<file path="src/rtl/ft_req_if.sv">
// Requester-side byte handshake bundle for the FT2232H TX arbiter.
// Three requesters share one bus; bit/byte lane i belongs to requester i.
interface ft_req_if;
  logic [2:0]  req_valid;
  logic [23:0] req_data;
  logic [2:0]  req_last;
  logic [2:0]  req_ready;

  modport master (
    output req_valid,
    output req_data,
    output req_last,
    input  req_ready
  );

  modport slave (
    input  req_valid,
    input  req_data,
    input  req_last,
    output req_ready
  );
endinterface

</file>
<file path="src/rtl/ft_tx_arbiter.sv">
// Round-robin arbiter feeding three byte streams into the FT2232H sync FIFO TX port,
// with packet lock, burst-length cap and a single-byte holding register.
module ft_tx_arbiter #(
  parameter int MAX_BURST = 64
) (
  input  logic        clk,
  input  logic        reset,
  input  logic        txe,
  output logic        wr,
  output logic [7:0]  data_out,
  ft_req_if.slave     req,
  output logic        grant_valid,
  output logic [1:0]  grant_id,
  output logic [15:0] tx_count
);

  localparam int         DATA_W     = 8;
  localparam logic [7:0] BURST_LAST = 8'(MAX_BURST - 1);

  typedef enum logic [1:0] {
    IDLE  = 2'd0,
    XFER  = 2'd1,
    DRAIN = 2'd2
  } state_t;

  state_t              state;
  logic [DATA_W-1:0]   hold_data_p0;
  logic                hold_vld_p0;
  logic [7:0]          burst;
  logic [1:0]          last_grant;

  logic                consume;
  logic                ready_sel;
  logic                load;
  logic                burst_end;
  logic                g_valid;
  logic                g_last;
  logic [DATA_W-1:0]   g_data;

  // Search order after the previous owner: last+1, last+2, then last itself.
  function automatic logic [1:0] rr_pick(input logic [1:0] last, input logic [2:0] v);
    logic [1:0] c1;
    logic [1:0] c2;
    c1 = (last == 2'd2) ? 2'd0 : last + 2'd1;
    c2 = (c1 == 2'd2) ? 2'd0 : c1 + 2'd1;
    if (v[c1])      rr_pick = c1;
    else if (v[c2]) rr_pick = c2;
    else            rr_pick = last;
  endfunction

  always_comb begin
    g_valid = 1'b0;
    g_data  = '0;
    g_last  = 1'b0;
    case (grant_id)
      2'd0: begin
        g_valid = req.req_valid[0];
        g_data  = req.req_data[7:0];
        g_last  = req.req_last[0];
      end
      2'd1: begin
        g_valid = req.req_valid[1];
        g_data  = req.req_data[15:8];
        g_last  = req.req_last[1];
      end
      2'd2: begin
        g_valid = req.req_valid[2];
        g_data  = req.req_data[23:16];
        g_last  = req.req_last[2];
      end
      default: ;
    endcase
  end

  // Reset masks the write strobe so a byte caught in the holding register is dropped, not sent.
  assign consume   = hold_vld_p0 & ~txe & ~reset;
  assign wr        = ~consume;
  assign data_out  = hold_data_p0;

  assign ready_sel = (state == XFER) && !reset && (!hold_vld_p0 || consume);
  assign req.req_ready = ready_sel ? (3'b001 << grant_id) : 3'b000;
  assign load      = ready_sel && g_valid;
  assign burst_end = g_last || (burst == BURST_LAST);

  always_ff @(posedge clk) begin
    if (reset) begin
      state        <= IDLE;
      hold_data_p0 <= '0;
      hold_vld_p0  <= 1'b0;
      burst        <= '0;
      last_grant   <= 2'd2;
      tx_count     <= '0;
      grant_valid  <= 1'b0;
      grant_id     <= 2'd0;
    end else begin
      if (consume) tx_count <= tx_count + 16'd1;

      case (state)
        IDLE: begin
          if (req.req_valid != 3'b000) begin
            state       <= XFER;
            grant_id    <= rr_pick(last_grant, req.req_valid);
            grant_valid <= 1'b1;
            burst       <= '0;
          end
        end

        XFER: begin
          if (load) begin
            hold_data_p0 <= g_data;
            hold_vld_p0  <= 1'b1;
            burst        <= burst + 8'd1;
            if (burst_end) state <= DRAIN;
          end else if (consume) begin
            hold_vld_p0 <= 1'b0;
          end
        end

        DRAIN: begin
          if (consume) begin
            hold_vld_p0 <= 1'b0;
            state       <= IDLE;
            grant_valid <= 1'b0;
            last_grant  <= grant_id;
          end
        end

        default: begin
          state       <= IDLE;
          hold_vld_p0 <= 1'b0;
          grant_valid <= 1'b0;
        end
      endcase
    end
  end

endmodule

</file>
<file path="src/flat_wrapper.sv">
// flat-port wrapper written by rule: the top's interface ports become plain ports
module ft_tx_arbiter_flat 
#(
  parameter int MAX_BURST = 64
)
  (clk, reset, txe, wr, data_out, grant_valid, grant_id, tx_count, req_req_valid, req_req_data, req_req_last, req_req_ready);
  ft_req_if req_i ();
  input  logic clk;
  input  logic reset;
  input  logic txe;
  output logic wr;
  output logic [7:0] data_out;
  output logic grant_valid;
  output logic [1:0] grant_id;
  output logic [15:0] tx_count;
  input wire logic [$bits(req_i.req_valid)-1:0] req_req_valid;
  input wire logic [$bits(req_i.req_data)-1:0] req_req_data;
  input wire logic [$bits(req_i.req_last)-1:0] req_req_last;
  output wire logic [$bits(req_i.req_ready)-1:0] req_req_ready;
  assign req_i.req_valid = req_req_valid;
  assign req_i.req_data = req_req_data;
  assign req_i.req_last = req_req_last;
  assign req_req_ready = req_i.req_ready;
  ft_tx_arbiter #(.MAX_BURST(MAX_BURST)) u_core (.clk(clk), .reset(reset), .txe(txe), .wr(wr), .data_out(data_out), .req(req_i), .grant_valid(grant_valid), .grant_id(grant_id), .tx_count(tx_count));
endmodule
</file>
<file path="config.mk">
export PLATFORM = sky130hd
export DESIGN_NAME = ft_tx_arbiter_flat
export DESIGN_NICKNAME = d
export VERILOG_FILES = /design/src/rtl/ft_req_if.sv /design/src/rtl/ft_tx_arbiter.sv /design/src/flat_wrapper.sv
export SDC_FILE = /design/constraint.sdc
export NUM_CORES = 1
export LEC_CHECK = 0
export ABC_AREA = 0
export ABC_CLOCK_PERIOD_IN_PS = 4500
export CORE_ASPECT_RATIO = 1.5
export CORE_MARGIN = 3
export CORE_UTILIZATION = 35
export CTS_CLUSTER_DIAMETER = 80
export DETAILED_ROUTE_END_ITERATION = 6
export GPL_TIMING_DRIVEN = 0
export HOLD_SLACK_MARGIN = 0.1
export SLEW_MARGIN = 5
export SYNTH_ARGS = -nofsm -noshare
export SYNTH_HDL_FRONTEND = slang
export SYNTH_SLANG_ARGS = --single-unit
</file>
<file path="constraint.sdc">
create_clock -name clk -period 4.5 [get_ports clk]
set_clock_uncertainty 0.2 [all_clocks]
set_input_delay 1.125 -clock clk [delete_from_list [all_inputs] [get_ports clk]]
set_output_delay 1.125 -clock clk [all_outputs]
set_load 0.05 [all_outputs]
</file>
* Word-level counts from Yosys, hierarchy flattened
Cells that the tools add are included. Widths: inputs -> output; s select.
Word-level totals: bits in registers 40, input port bits 33, output and inout bits 31, logic and storage cells 75
Operators by class: add/sub/neg operators 4, magnitude comparators 2, equality and inequality tests 11, shift-type cells 1, mux-type cells 26, bitwise logic cells 6, reductions and logical operators 17
Operator list (count):
- $pmux 8 s3 | 1
- $add 16x1->16 const B | 1
- $mux 2 | 8
- $mux 8 | 2
- $pmux 8 s2 | 1
- $pmux 1 s3 | 4
- $add 8x1->8 const B | 1
- $eq 2x2->1 const B | 4
- $eq 8x6->1 const B | 1
- $ne 2x1->1 const B | 4
- $lt 2x3->1 const B | 2
- $mux 1 | 6
- $pmux 2 s3 | 1
- $reduce_and 2->1 | 3
- $reduce_and 3->1 | 2
- $add 2x1->2 const B | 2
- $bmux 1 s2 | 2
- $eq 2x1->1 const B | 2
- $logic_not 2->1 | 2
- $not 1->1 | 4
- $reduce_and 4->1 | 1
- $logic_and 1x1->1 | 3
- $mux 3 | 1
- $reduce_bool 3->1 | 1
- other kinds (5) | 8

* Depth between registers and ports, before layout
depth after elaboration 8, gate-level depth with buffers 9, depth with buffers taken out 6

* Worst setup path after synthesis
No wires, ideal clock.
path type input to output, start point input port reset, end point output port req_req_ready[2], data arrival time 2.974 ns, data required time 3.175 ns, setup slack 0.201 ns, stages on the path 5, cell sequence buf_2 -> inv_1 -> clkbuf_1 -> nand3_1 -> nor3b_1
On the way: cells in the longest elaborated chain, start to end 5
Ends and longest elaborated chain:
- start, declared | line flat_wrapper.sv:9 | input logic reset;
- $not 1->1 | line ft_tx_arbiter.sv:76 | assign consume = hold_vld_p0 & ~txe & ~reset;
- $and 1x1->1 | line ft_tx_arbiter.sv:76
- $logic_or 1x1->1 | line ft_tx_arbiter.sv:80 | assign ready_sel = (state == XFER) && !reset && (!hold_vld_p0 || consume);
- $logic_and 1x1->1 (*) | line ft_tx_arbiter.sv:80
- $mux 3 (*) | line ft_tx_arbiter.sv:81 | assign req.req_ready = ready_sel ? (3'b001 << grant_id) : 3'b000;
- end, declared | line flat_wrapper.sv:19 | output wire logic [$bits(req_i.req_ready)-1:0] req_req_ready;
Mark *: on every way between the ends. The rest lies on a longest branch, timed or not.

* Final worst setup path
start point input port txe, end point output port req_req_ready[1]
On the way: cells in the longest elaborated chain, start to end 6
Ends and longest elaborated chain:
- start, declared | line flat_wrapper.sv:10 | input logic txe;
- $not 1->1 | line ft_tx_arbiter.sv:76
- $and 1x1->1 (2 in a row) | line ft_tx_arbiter.sv:76
- $logic_or 1x1->1 | line ft_tx_arbiter.sv:80
- $logic_and 1x1->1 | line ft_tx_arbiter.sv:80
- $mux 3 | line ft_tx_arbiter.sv:81
No other way between the ends.

==> impl_metrics.prom <==
# TYPE chip_impl_metric gauge
chip_impl_info{name="rsz0062_at_grt",value="no"} 1
chip_impl_metric{name="residual_overflow_from_global_routing",unit=""} 0
chip_impl_metric{name="p_per_area",unit="nW/µm²"} 394
chip_impl_metric{name="synth_simple_gate_area_share",unit="%"} 24.5
chip_impl_metric{name="dr_wl_met2",unit="mm"} 2.85
chip_impl_info{name="most_frequent_standard_cell_in_the_layout_excluding_fill_and_tap_cells",value="clkdlybuf4s50_1"} 1
chip_impl_metric{name="wl_met3",unit="µm"} 238
chip_impl_metric{name="ys_ff_latch",unit=""} 40
chip_impl_metric{name="drc_errors",unit=""} 0
chip_impl_metric{name="insertion_delay",unit="ns"} 0.30
chip_impl_metric{name="track_usage",unit="%"} 15.8
chip_impl_metric{name="worst_pin_slew",unit="ns"} 0.583
chip_impl_metric{name="post_synth_xor_area_fraction",unit="%"} 4.06
chip_impl_metric{name="count_of_buffers_from_port_buffering",unit=""} 62
chip_impl_metric{name="worst_setup_hold_path_clk_slew",unit="ns"} 0.08
chip_impl_metric{name="finalWirelength",unit="mm"} 5.55
chip_impl_metric{name="synth-warning-count",unit=""} 0
chip_impl_info{name="outcome",value="complete, no violations"} 1
chip_impl_metric{name="fraction_of_the_mapped_netlist_area_in_compound_gates",unit="%"} 17.9
chip_impl_metric{name="die_area",unit="µm²"} 7160
chip_impl_metric{name="grt_start_max_net_pins",unit=""} 14
chip_impl_metric{name="hpwl",unit="mm"} 4.17
chip_impl_metric{name="final_period_minus_worst_setup_slack",unit="ns"} 4.25
chip_impl_metric{name="start_util",unit="%"} 36.8
chip_impl_metric{name="number_of_diodes",unit=""} 0
chip_impl_metric{name="drt_iter0_markers",unit=""} 89
chip_impl_metric{name="ratio_of_routed_vias_to_standard_cells",unit=""} 5.09
chip_impl_metric{name="synth_edf_count",unit=""} 0
chip_impl_metric{name="synth_fa_ha_area_share",unit="%"} 3.48
chip_impl_metric{name="final.hold.worst_slack",unit="ns"} 0.271
chip_impl_metric{name="synth-seq-area-share",unit="%"} 37.1
chip_impl_info{name="cts_root_buffer",value="clkbuf_8"} 1
chip_impl_metric{name="grt_first_pass_wirelength",unit="mm"} 9.09
chip_impl_metric{name="timing.final.setup_violations",unit=""} 0
chip_impl_metric{name="fraction_of_final_layout_cells_with_drive_strength_greater_than_1",unit="%"} 9.01
chip_impl_info{name="dominant_combinational_cell_family_by_area_after_synthesis",value="simple AND/OR/NAND/NOR gates"} 1
chip_impl_metric{name="post_route_setup_tns",unit="ns"} 0
chip_impl_metric{name="count_of_unique_library_cells_instantiated_by_yosys",unit=""} 45
chip_impl_metric{name="max_slew_margin",unit="%"} 61.1
chip_impl_metric{name="timing.critical_path.fanout_max",unit=""} 4
chip_impl_metric{name="ctsLongestPathBuffers",unit=""} 2
chip_impl_metric{name="first_pass_iters",unit=""} 4
chip_impl_info{name="endpoint_kind",value="output port"} 1
chip_impl_metric{name="synth-async-reset-ratio",unit="%"} 0
chip_impl_metric{name="x_dimension_of_the_die",unit="µm"} 70.1
chip_impl_metric{name="postRouteAntennaNets",unit=""} 0
chip_impl_metric{name="critPathArrivalTime",unit="ns"} 2.93
chip_impl_info{name="ys.flop_type",value="dfxtp_1"} 1
chip_impl_metric{name="core.rowCount",unit=""} 34
chip_impl_metric{name="route.vias.total",unit=""} 2006
chip_impl_metric{name="hold_violations",unit=""} 0
chip_impl_metric{name="timing.final.max_slew_violations",unit=""} 0
chip_impl_metric{name="timing.critical_path.required",unit="ns"} 3.17
chip_impl_metric{name="syn-cell-area",unit="µm²"} 2160
chip_impl_metric{name="coreArea",unit="µm²"} 5870
chip_impl_metric{name="finalNetCount",unit=""} 360
chip_impl_metric{name="fmax",unit="MHz"} 235
chip_impl_metric{name="final_min_period_over_clock_period",unit="%"} 94.4
chip_impl_metric{name="die_height",unit="µm"} 102
chip_impl_info{name="highest-signal-layer",value="met4"} 1
chip_impl_info{name="commonest_cells_after_routing_fill_and_taps_aside",value="clkdlybuf4s50_1 (60), dfxtp_1 (40), nor2_1 (28)"} 1
chip_impl_metric{name="post_synthesis_mux_area_share",unit="%"} 6.96
chip_impl_metric{name="cts.sink_count",unit=""} 40
chip_impl_metric{name="cts.htree.levels",unit=""} 2
chip_impl_info{name="hold_class",value="reg2reg"} 1
chip_impl_info{name="tritoncts",value="done"} 1
chip_impl_metric{name="syn2layout_area_growth",unit="%"} 37.7
chip_impl_metric{name="m1_wire_length",unit="mm"} 2.39
chip_impl_metric{name="total_leakage_power",unit="nW"} 1.11
chip_impl_metric{name="synth_nets",unit=""} 291
chip_impl_metric{name="tritoncts.num_buffers",unit=""} 5
chip_impl_metric{name="gp_routability_congestion",unit=""} 0.730
chip_impl_metric{name="maximum_vdd_drop",unit="mV"} 0.176
chip_impl_metric{name="synth_cells",unit=""} 252
chip_impl_info{name="critical_path_class",value="in2out"} 1
chip_impl_metric{name="antenna_found_initial",unit=""} 0
chip_impl_metric{name="ioPinCount",unit=""} 64
chip_impl_metric{name="drv.max_cap_violation_count",unit=""} 0
chip_impl_info{name="worst_setup_path_start_kind",value="input port"} 1
chip_impl_metric{name="rrSetupSlack",unit="ns"} 2.37
chip_impl_metric{name="synth_area_per_cell",unit="µm²"} 8.56
chip_impl_metric{name="avgRoutedWirePerCell",unit="µm"} 14.1
chip_impl_metric{name="first_global_vias",unit=""} 1893
## synthesized netlist by cell type, types with 2 or more instances
cell | count | area [µm²]
ha_1 | 6 | 75.1
or4_1 | 2 | 15.0
nor3_1 | 11 | 55.1
xor2_1 | 5 | 43.8
nand2b_1 | 3 | 18.8
nand3_1 | 10 | 50.1
a21oi_1 | 18 | 90.1
clkbuf_1 | 5 | 18.8
nor2_1 | 28 | 105
and3_1 | 3 | 18.8
nor2b_1 | 3 | 18.8
inv_1 | 10 | 37.5
buf_2 | 4 | 20.0
dfxtp_1 | 40 | 801
buf_4 | 4 | 30.0
a311oi_1 | 3 | 26.3
xnor2_1 | 5 | 43.8
and2_1 | 2 | 12.5
a31oi_1 | 2 | 12.5
mux2i_1 | 15 | 150
o211ai_1 | 3 | 22.5
a211oi_1 | 7 | 52.6
or3_1 | 3 | 18.8
nand2_1 | 23 | 86.3
o21ai_0 | 12 | 60.1
a41oi_1 | 2 | 17.5
nand4_1 | 5 | 31.3
## stage by stage
stage	power (mW)	utilization, %	cells	setup WS, ns	cell area [µm²]
3_5_place_dp	0.924	48.9	386	0.0612	2870
6_report	1.17	50.6	394	0.250	2970
2_1_floorplan	0.777	-	252	0.201	2160
4_1_cts	1.18	50.5	394	0.0410	2970
3_3_place_gp	0.921	48.9	386	0.0365	2870
5_1_grt	1.24	50.6	394	0.154	2970
## flip-flops by register name, indices dropped and copies added (netlist names)
| name | cells |
|---|---|
| u_core.grant_id | 2 |
| u_core.hold_vld_p0 | 1 |
| u_core.data_out | 8 |
| u_core.tx_count | 16 |
| u_core.burst | 8 |
| u_core.last_grant | 2 |
| u_core.state | 2 |
| u_core.grant_valid | 1 |
## kinds of logic (layout without fill, tap and decap cells)
kind of cell | after synthesis | in the layout
buffers and inverters | 25 | 95
muxes | 15 | 15
and+or+nand+nor | 102 | 102
adders and majority gates | 6 | 6
xor gates and xnor gates | 10 | 10
DFF | 40 | 40
AOI/OAI and AO/OA | 54 | 54
## final cells by class
class / instances / area [µm²]
fillers: 605 / 2900
multi-input cells: 187 / 1230
flip-flops and latches: 40 / 801
repair buffers: 62 / 626
plain buffers: 15 / 93.8
well taps: 72 / 90.1
clock buffers: 6 / 82.6
inverters: 10 / 37.5
clock inverters: 2 / 15.0
## critical path, cell delays in order
cell	delay (ns)
clkdlybuf4s50_1	0.48
nand2_1	0.12
and3_1	0.26
and2_1	0.15
clkdlybuf4s50_1	0.79
## layer usage
metal | GRT usage, % | vias to the layer above
met5 | 0 | -
met2 | 27.1 | 39
met3 | 4.23 | 5
met4 | 5.31 | 0
met1 | 19.3 | 932
li1 | - | 1030
## final timing paths
kind / start / endpoint / cells past startpoint
setup / recovery: txe / req_req_ready[1] / 5
hold / removal: u_core.last_grant[0] / u_core.last_grant[0] / 2
setup reg to reg: u_core.state[1] / u_core.data_out[7] / 9
hold reg to reg: u_core.last_grant[0] / u_core.last_grant[0] / 2
## where the power goes
| group | internal (mW) | switching (mW) | leakage [nW] |
|---|---|---|---|
| clock | 0.124 | 0.137 | 0.0434 |
| combinational | 0.200 | 0.306 | 0.741 |
| sequential | 0.384 | 0.0198 | 0.324 |
## repair_timing
action,in CTS,in global routing
hold buffers,0,0
resized for setup,0,2
endpoints found under the setup margin,0,2
buffers inserted,0,0
No activity file was read; power rests on OpenSTA's default activity.
